## config.mk

```make
export PLATFORM = sky130hd
export DESIGN_NAME = sgpio_rx
export DESIGN_NICKNAME = d
export VERILOG_FILES = /design/src/rtl/sgpio_rx_pkg.sv /design/src/rtl/sgpio_sync.sv /design/src/rtl/sgpio_rx.sv
export SDC_FILE = /design/constraint.sdc
export NUM_CORES = 1
export LEC_CHECK = 0
export CORE_ASPECT_RATIO = 0.8
export CORE_MARGIN = 2
export CORE_UTILIZATION = 45
export DETAILED_ROUTE_END_ITERATION = 12
export PLACE_DENSITY_LB_ADDON = 0.3
export SETUP_SLACK_MARGIN = 0.4
export SKIP_CTS_REPAIR_TIMING = 1
export SLEW_MARGIN = 30
export SYNTH_ARGS = -nofsm -noshare
export SYNTH_HDL_FRONTEND = slang
export SYNTH_HIERARCHICAL = 1
export SYNTH_SLANG_ARGS = --single-unit
```

## constraint.sdc

```tcl
create_clock -name SYSCLK -period 2.84 [get_ports SYSCLK]
set_clock_uncertainty 0.1 [all_clocks]
set_input_delay 0.568 -clock SYSCLK [delete_from_list [all_inputs] [get_ports SYSCLK]]
set_output_delay 0.568 -clock SYSCLK [all_outputs]
set_load 0.005 [all_outputs]
```

## src/rtl/sgpio_rx_pkg.sv

```systemverilog
// sgpio_rx_pkg -- shared status-CPLD constants and SGPIO receiver state encoding.
// Revision 1.0
`default_nettype none
`timescale 1ns/1ps

package sgpio_rx_pkg;

  localparam int FRAME_BITS_DEF  = 36;
  localparam int TIMEOUT_CYC_DEF = 25000;

  typedef enum logic [1:0] {
    ST_IDLE  = 2'd0,
    ST_SHIFT = 2'd1,
    ST_DONE  = 2'd2
  } state_t;

endpackage

`default_nettype wire

```

## src/rtl/sgpio_sync.sv

```systemverilog
// sgpio_sync -- 2-flop synchroniser with an aligned output stage and optional rising-edge pulse on the MSB.
// Revision 1.0
`default_nettype none
`timescale 1ns/1ps

module sgpio_sync #(
  parameter int WIDTH = 3,
  parameter bit EDGE  = 1'b1
) (
  input  logic             clk,
  input  logic             rst_n,
  input  logic [WIDTH-1:0] d,
  output logic [WIDTH-1:0] q,
  output logic             rise
);

  logic [WIDTH-1:0] meta;
  logic [WIDTH-1:0] sync;
  logic [WIDTH-1:0] q_r;

  // The third stage keeps every bit aligned with the registered edge pulse.
  always_ff @(posedge clk) begin
    if (!rst_n) begin
      meta <= '0;
      sync <= '0;
      q_r  <= '0;
    end else begin
      meta <= d;
      sync <= meta;
      q_r  <= sync;
    end
  end

  assign q = q_r;

  generate
    if (EDGE) begin : g_edge
      logic rise_r;
      always_ff @(posedge clk) begin
        if (!rst_n) begin
          rise_r <= 1'b0;
        end else begin
          rise_r <= sync[WIDTH-1] & ~q_r[WIDTH-1];
        end
      end
      assign rise = rise_r;
    end else begin : g_no_edge
      assign rise = 1'b0;
    end
  endgenerate

endmodule

`default_nettype wire

```

## src/rtl/sgpio_rx.sv

```systemverilog
// sgpio_rx -- SGPIO frame receiver: deserialises LD-marked frames into ACT_LED with done/error pulses and link timeout.
// Revision 1.0
`default_nettype none
`timescale 1ns/1ps

module sgpio_rx
  import sgpio_rx_pkg::*;
#(
  parameter int FRAME_BITS  = FRAME_BITS_DEF,
  parameter int TIMEOUT_CYC = TIMEOUT_CYC_DEF
) (
  input  logic                  SYSCLK,
  input  logic                  RESET_N,
  input  logic                  SGPIO_CK,
  input  logic                  SGPIO_LD,
  input  logic                  SGPIO_DATA,
  output logic [FRAME_BITS-1:0] ACT_LED,
  output logic                  FRAME_DONE,
  output logic                  FRAME_ERR,
  output logic                  LINK_OK
);

  localparam int              CW       = $clog2(FRAME_BITS + 1);
  localparam int              TW       = $clog2(TIMEOUT_CYC);
  localparam logic [CW-1:0]   LAST_IDX = CW'(FRAME_BITS - 1);
  localparam logic [TW-1:0]   TO_MAX   = TW'(TIMEOUT_CYC - 1);

  logic ck_lvl, ld, data, ck_edge, ck_rise;

  sgpio_sync #(.WIDTH(3), .EDGE(1'b1)) u_sync (
    .clk   (SYSCLK),
    .rst_n (RESET_N),
    .d     ({SGPIO_CK, SGPIO_LD, SGPIO_DATA}),
    .q     ({ck_lvl, ld, data}),
    .rise  (ck_edge)
  );

  assign ck_rise = ck_edge & ck_lvl;

  state_t                state, state_n;
  logic [FRAME_BITS-1:0] shreg, shreg_n, led_n;
  logic [CW-1:0]         bit_cnt, bit_cnt_n;
  logic [TW-1:0]         tcnt, tcnt_n;
  logic                  ovr, ovr_n, done_n, err_n, link_n;

  always_ff @(posedge SYSCLK) begin
    if (!RESET_N) begin
      state      <= ST_IDLE;
      shreg      <= '0;
      bit_cnt    <= '0;
      tcnt       <= '0;
      ovr        <= 1'b0;
      ACT_LED    <= '0;
      FRAME_DONE <= 1'b0;
      FRAME_ERR  <= 1'b0;
      LINK_OK    <= 1'b0;
    end else begin
      state      <= state_n;
      shreg      <= shreg_n;
      bit_cnt    <= bit_cnt_n;
      tcnt       <= tcnt_n;
      ovr        <= ovr_n;
      ACT_LED    <= led_n;
      FRAME_DONE <= done_n;
      FRAME_ERR  <= err_n;
      LINK_OK    <= link_n;
    end
  end

  always_comb begin
    state_n   = state;
    shreg_n   = shreg;
    bit_cnt_n = bit_cnt;
    ovr_n     = ovr;
    led_n     = ACT_LED;
    link_n    = LINK_OK;
    done_n    = 1'b0;
    err_n     = 1'b0;
    tcnt_n    = (tcnt == TO_MAX) ? tcnt : tcnt + TW'(1);

    if (ck_rise) begin
      tcnt_n = '0;
      if (ld) begin
        // A new marker always restarts capture; an unfinished frame is a short frame.
        if (state == ST_SHIFT) begin
          err_n = 1'b1;
        end
        shreg_n    = '0;
        shreg_n[0] = data;
        bit_cnt_n  = CW'(1);
        ovr_n      = 1'b0;
        state_n    = ST_SHIFT;
        if (FRAME_BITS == 1) begin
          led_n   = shreg_n;
          done_n  = 1'b1;
          link_n  = 1'b1;
          state_n = ST_DONE;
        end
      end else begin
        case (state)
          ST_SHIFT: begin
            shreg_n[bit_cnt] = data;
            bit_cnt_n        = bit_cnt + CW'(1);
            if (bit_cnt == LAST_IDX) begin
              led_n   = shreg_n;
              done_n  = 1'b1;
              link_n  = 1'b1;
              state_n = ST_DONE;
            end
          end
          ST_DONE: begin
            if (!ovr) begin
              err_n = 1'b1;
              ovr_n = 1'b1;
            end
          end
          default: ;
        endcase
      end
    end else if (tcnt == TO_MAX) begin
      led_n     = '0;
      link_n    = 1'b0;
      state_n   = ST_IDLE;
      bit_cnt_n = '0;
      ovr_n     = 1'b0;
    end
  end

endmodule

`default_nettype wire
```

==> impl_metrics.tcl, run 1 <==
set metrics [dict create \
    cts_tree "yes" \
    synth.most_common_cell "dfxtp_1" \
    hold_violations 0 \
    cap_viol_max_count 0 \
    met2_length_um 5770 \
    synth_compound_area_share_pct 23.2 \
    p_leak_nw 2.12 \
    clockBufferDepth 2 \
    core-area_mm2 0.0114 \
    path_delay_family "simple AND/OR/NAND/NOR gates" \
    yosys.area_share.adder_pct 0.477 \
    htree_levels 3 \
    highest_layer "met4" \
    synth_mux_area_share_pct 7.46 \
    tightestPinTransition_ps 826 \
    vias 4565 \
    r2r_cells 7 \
    wl_per_cell_um 16.6 \
    design_area_mm2 0.00620 \
    placed_area_mm2 0.00586 \
    synthXorXnorAreaFrac_pct 1.34 \
    drt_iter0_markers 439 \
    die_h_um 101 \
    synth_cell_types 55 \
    synth_simple_gate_area_share_pct 20.8 \
    synth_warnings 6 \
    clk_pin_slew_ps 70 \
    synthTopCellsByArea "dfxtp_1 42%, mux2i_1 7.2%, o22ai_2 7.2%" \
    grt_max_degree 47 \
    startpoint_type "register" \
    worstSetupPathType "reg -> reg" \
    path_cells "ha_1, nand2b_1, or4b_1, buf_4, o21ai_4, buf_12, o22ai_1" \
    final.min_clock_period_ps 2250 \
    drtAntennaViolNets 0 \
    cp.required_ps 2940 \
    grt_setup_unrepaired "no" \
    grt_pass1_vias 4285 \
    place_congestion 0.790 \
    powerDensity_mw_per_mm2 488 \
    start_util_pct 45.9 \
    clock_sinks 109 \
    drive_above_1_share_pct 14.8 \
    slew_viol_final 0 \
    ys.flop_type "dfxtp_1" \
    ys_seq_area_share_pct 41.6 \
    fin_tns_setup_ps 0 \
    critical_path_arrival_ps 2350 \
    vias_per_cell 5.92 \
    post-route-period-util_pct 79.2 \
    max-vdd-ir-drop_mv 0.339 \
    worst_path_max_delay_cell "or4b_1" \
    finalWorstSetupSlack_ps 591 \
    synth_common_cells "109 x dfxtp_1, 76 x nand2_1, 47 x clkbuf_1, 43 x a21oi_1, 43 x nand3_1" \
    io_pins 44 \
    wl_met3_um 710 \
    fmaxAchievable_ghz 0.445 \
    final-seq-area_mm2 0.00218 \
    multi_input_area_mm2 0.00282 \
    endpoint_kind "register" \
    areaGrowthSynthToFinish_pct 18.2 \
    run_status "complete, no violations" \
    diodes 0 \
    ys_async_sr_fraction_pct 0 \
    finalPower_mw 3.03 \
    netlist.area_leader.share_pct 41.6 \
    syn_avg_cell_area_um2 8.86 \
    antenna_found_initial 0 \
    synth_seq_cells 109 \
    worstPathMaxFanout 33 \
    cp.buffers_inverters 2 \
    rows 35 \
    hold_path.class "reg -> reg" \
    insertion_delay_ps 340 \
    max_stage_delay_ps 510 \
    hpwl_um 8100 \
    dr.pass1.iters 5 \
    syn_nets 599 \
    cp.depth 7 \
    pre_cts_slack_ps 193 \
    final_nets 625 \
    synth_top_area_cell "dfxtp_1" \
    grt_pass1_wl_um 21500 \
    synth_top_family_by_area "compound AO/OA/AOI/OAI gates" \
    track_usage_pct 20.8 \
    finalSetupViolations 0 \
    drcViolationCount 0 \
    dieArea_mm2 0.0125 \
    clockRootBuffer "clkbuf_16" \
    die_x_um 125 \
    synthCells 592 \
    io_buffer_count 43 \
    wl_met1_um 6180 \
    synth_edf_count 0 \
    slew_headroom_pct 44.8 \
    routed_wl_um 12800 \
    min_path_cells 1 \
    cts_inserted_buffers 9 \
    overflow 0 \
    n_fill_cell 975 \
    netlist_area_mm2 0.00525 \
]
metal layers:
layer / up-vias / GRT usage (%)
met5: - / 0
met3: 13 / 4.35
li1: 2222 / -
met1: 2195 / 29.0
met4: 0 / 5.96
met2: 135 / 33.0
path summary, 6_finish.rpt:
path                       start             end  slack [ps]
hold reg to reg   u_sync/meta[0]  u_sync/sync[0]         340
setup reg to reg      bit_cnt[1]     ACT_LED[18]         590
setup / recovery      bit_cnt[1]     ACT_LED[18]         590
hold / removal    u_sync/meta[0]  u_sync/sync[0]         340
placed cells by master (no fill, tap or decap), types with 6 or more instances in the layout:
| cell type | Yosys | final |
|---|---|---|
| o21ai_0 | 34 | 33 |
| dfxtp_1 | 109 | 108 |
| buf_4 | 3 | 28 |
| nand4_1 | 6 | 6 |
| nor2b_1 | 7 | 7 |
| a21oi_1 | 43 | 43 |
| nand2_1 | 76 | 76 |
| nand3_1 | 43 | 43 |
| clkdlybuf4s50_1 | 0 | 42 |
| and2_2 | 9 | 9 |
| a211oi_1 | 18 | 18 |
| clkbuf_16 | 0 | 9 |
| a32oi_1 | 12 | 12 |
| o22ai_2 | 30 | 30 |
| mux2i_1 | 38 | 38 |
| nor2_1 | 16 | 16 |
final cells by class:
type,count,share of cell area (%)
Timing Repair Buffer,72,10.6
Clock buffer,12,3.97
Clock inverter,4,1.53
Sequential cell,109,35.2
Multi-Input combinational cell,422,45.5
Tap cell,148,2.99
Inverter,4,0.242
metrics by stage:
stage	utilization, %	cells	hold WS [ps]
2_1_floorplan	-	592	320
3_3_place_gp	51.3	755	325
3_5_place_dp	51.3	755	328
4_1_cts	54.2	771	344
5_1_grt	54.3	771	366
6_report	54.3	771	341
sequential cells by signal, indices dropped and copies added (netlist names):
register,count
LINK_OK,1
ovr,1
tcnt,15
state,2
u_sync/meta,3
shreg,36
u_sync/rise,1
u_sync/sync,3
ACT_LED,36
FRAME_DONE,1
u_sync/q,3
bit_cnt,6
FRAME_ERR,1
kinds of logic (layout without fill, tap and decap cells):
logic type	after synthesis	in the layout
multiplexers	39	39
AO/OA/AOI/OAI	166	166
flip-flops	109	109
adder cells (fa/ha/maj)	2	2
AND/OR/NAND/NOR	207	207
buffers and inverters	61	92
XOR/XNOR	8	8
where the power goes:
group	internal, mW	switching (mW)
registers	1.54	0.00903
clock network	0.886	0.540
logic	0.0193	0.0381
Note: power is estimated with default switching activity, not from simulation.
==> run 2: changes to the inputs <==
clock period = 1.85 ns   (was 2.84 ns; I/O delays follow)
==> impl_metrics.tcl, run 2 (synthesis gave the netlist of run 1 again) <==
set metrics [dict create \
    run_status "complete, but fails checks" \
    violations "setup timing" \
    vias_per_cell 6.30 \
    p_sw_mw 0.986 \
    clock_sinks 109 \
    swShare_pct 22.3 \
    vias 5306 \
    final_common_cell "dfxtp_1" \
    hold_violations 0 \
    p_leak_nw 3.42 \
    grt_max_degree 41 \
    clkPwrFrac_pct 43.9 \
    p_int_mw 3.44 \
    grt_pass1_vias 4475 \
    drcViolationCount 0 \
    rows 35 \
    insertion_delay_ps 350 \
    r2r_cells 7 \
    slew_viol_final 0 \
    areaGrowthSynthToFinish_pct 47.0 \
    htree_levels 3 \
    worstPathMaxFanout 6 \
    drtAntennaViolNets 0 \
    reg.largest.list "ACT_LED: 36 flops, shreg: 36 flops, tcnt: 15 flops" \
    dr.pass1.iters 6 \
    endpoint_kind "register" \
    post-route-period-util_pct 104 \
    worstSetupPathType "reg -> reg" \
    diodes 0 \
    grt_setup_unrepaired "yes" \
    min-delay-start "u_sync/sync[0]" \
    clk_pin_slew_ps 70 \
    powerDensity_mw_per_mm2 574 \
    io_pins 44 \
    finalWorstSetupSlack_ps -81.5 \
    sequentialPowerShare_pct 53.5 \
    track_usage_pct 22.0 \
    regToRegSetupSlack_ps -80 \
    combPwrFrac_pct 2.6 \
    pre_cts_slack_ps -98.9 \
    cp.required_ps 1980 \
    die_x_um 125 \
    hold_path_end "u_sync/q[0]" \
    routed_wl_um 17900 \
    core-area_mm2 0.0114 \
    hold_path.class "reg -> reg" \
    fmaxAchievable_ghz 0.518 \
    place_congestion 0.868 \
    clockBufferDepth 2 \
    wl_per_cell_um 21.2 \
    worstReg2RegStart "bit_cnt[1]" \
    cts_inserted_buffers 9 \
    antenna_found_initial 1 \
    max-vdd-ir-drop_mv 0.499 \
    hpwl_um 9330 \
    startpoint_type "register" \
    finalSetupViolations 37 \
    tightestPinTransition_ps 477 \
    holdWs_ps 352 \
    final_nets 697 \
    slew_headroom_pct 68.2 \
    final_cell_mix "79 x dfxtp_1, 71 x nand2_1, 48 x buf_4" \
    overflow 0 \
    drt_iter0_markers 490 \
    cts_tree "yes" \
    final.min_clock_period_ps 1930 \
    cap_viol_max_count 0 \
    die_h_um 101 \
    start_util_pct 45.9 \
    critical_path_arrival_ps 2060 \
    dieArea_mm2 0.0125 \
    drive_above_1_share_pct 38.5 \
    grt_pass1_wl_um 22500 \
    io_buffer_count 43 \
    min_path_cells 1 \
    r2r_end "ACT_LED[10]" \
    clockRootBuffer "clkbuf_16" \
]
[run 2: final cells by class]
class	count	area, um^2
clock buffers	9	225
clock inverters	6	62.6
fillers	770	3710
inverters	4	15.0
multi-input cells	425	3370
flip-flops and latches	109	2230
well taps	148	185
repair buffers	141	1620
[run 2: critical path, cell delays in order, from the launching register on]
cell and delay [ps]:
dfxtp_2 370, ha_4 160, nand2b_4 50, or4b_4 510
buf_8 150, o21ai_4 170, clkbuf_16 250, o22ai_2 60
[run 2: metrics by stage]
stage          std cells  setup TNS (ps)  area (um^2)  utilization [%]  total power, mW
2_1_floorplan        592           -6450         5490                -             2.49
3_3_place_gp         785           -1120         6250             54.6             2.52
3_5_place_dp         785           -2320         6250             54.6             2.53
4_1_cts              800           -2840         6530             57.2             4.43
5_1_grt              842           -3050         7710             67.5             4.55
6_report             842           -1550         7710             67.5             4.43
[run 2: power by group through the flow]
stage | clock (mW) | combinational, mW | sequential [mW]
after detailed placement | 0 | 0.103 | 2.43
final | 1.94 | 0.116 | 2.37
after floorplan | 0 | 0.0643 | 2.42
after CTS | 1.95 | 0.102 | 2.37
after global routing | 2.06 | 0.126 | 2.37
after global placement | 0 | 0.0988 | 2.42
[run 2: worst max-delay path by stage]
stage | startpoint | to | slack (ps)
after floorplan | bit_cnt[4] | ACT_LED[7] | -210
after detailed placement | bit_cnt[0] | ACT_LED[17] | -100
after global routing | tcnt[11] | bit_cnt[1] | -160
final | bit_cnt[1] | ACT_LED[10] | -80
after CTS | bit_cnt[0] | ACT_LED[17] | -120
after global placement | bit_cnt[0] | ACT_LED[18] | -50
[run 2: layer usage]
| layer | wire (um) | vias up | GRT usage, % |
|---|---|---|---|
| met5 | 0 | - | 0 |
| met4 | 354 | 0 | 5.62 |
| met3 | 1690 | 36 | 4.67 |
| met2 | 8110 | 315 | 33.5 |
| met1 | 7730 | 2583 | 31.8 |
| li1 | - | 2372 | - |
==> run 3: changes to the inputs <==
SLEW_MARGIN = 20   (was 30)
==> results of run 3 <==
No change in the layout: final DEF, timing and power equal those of run 2.
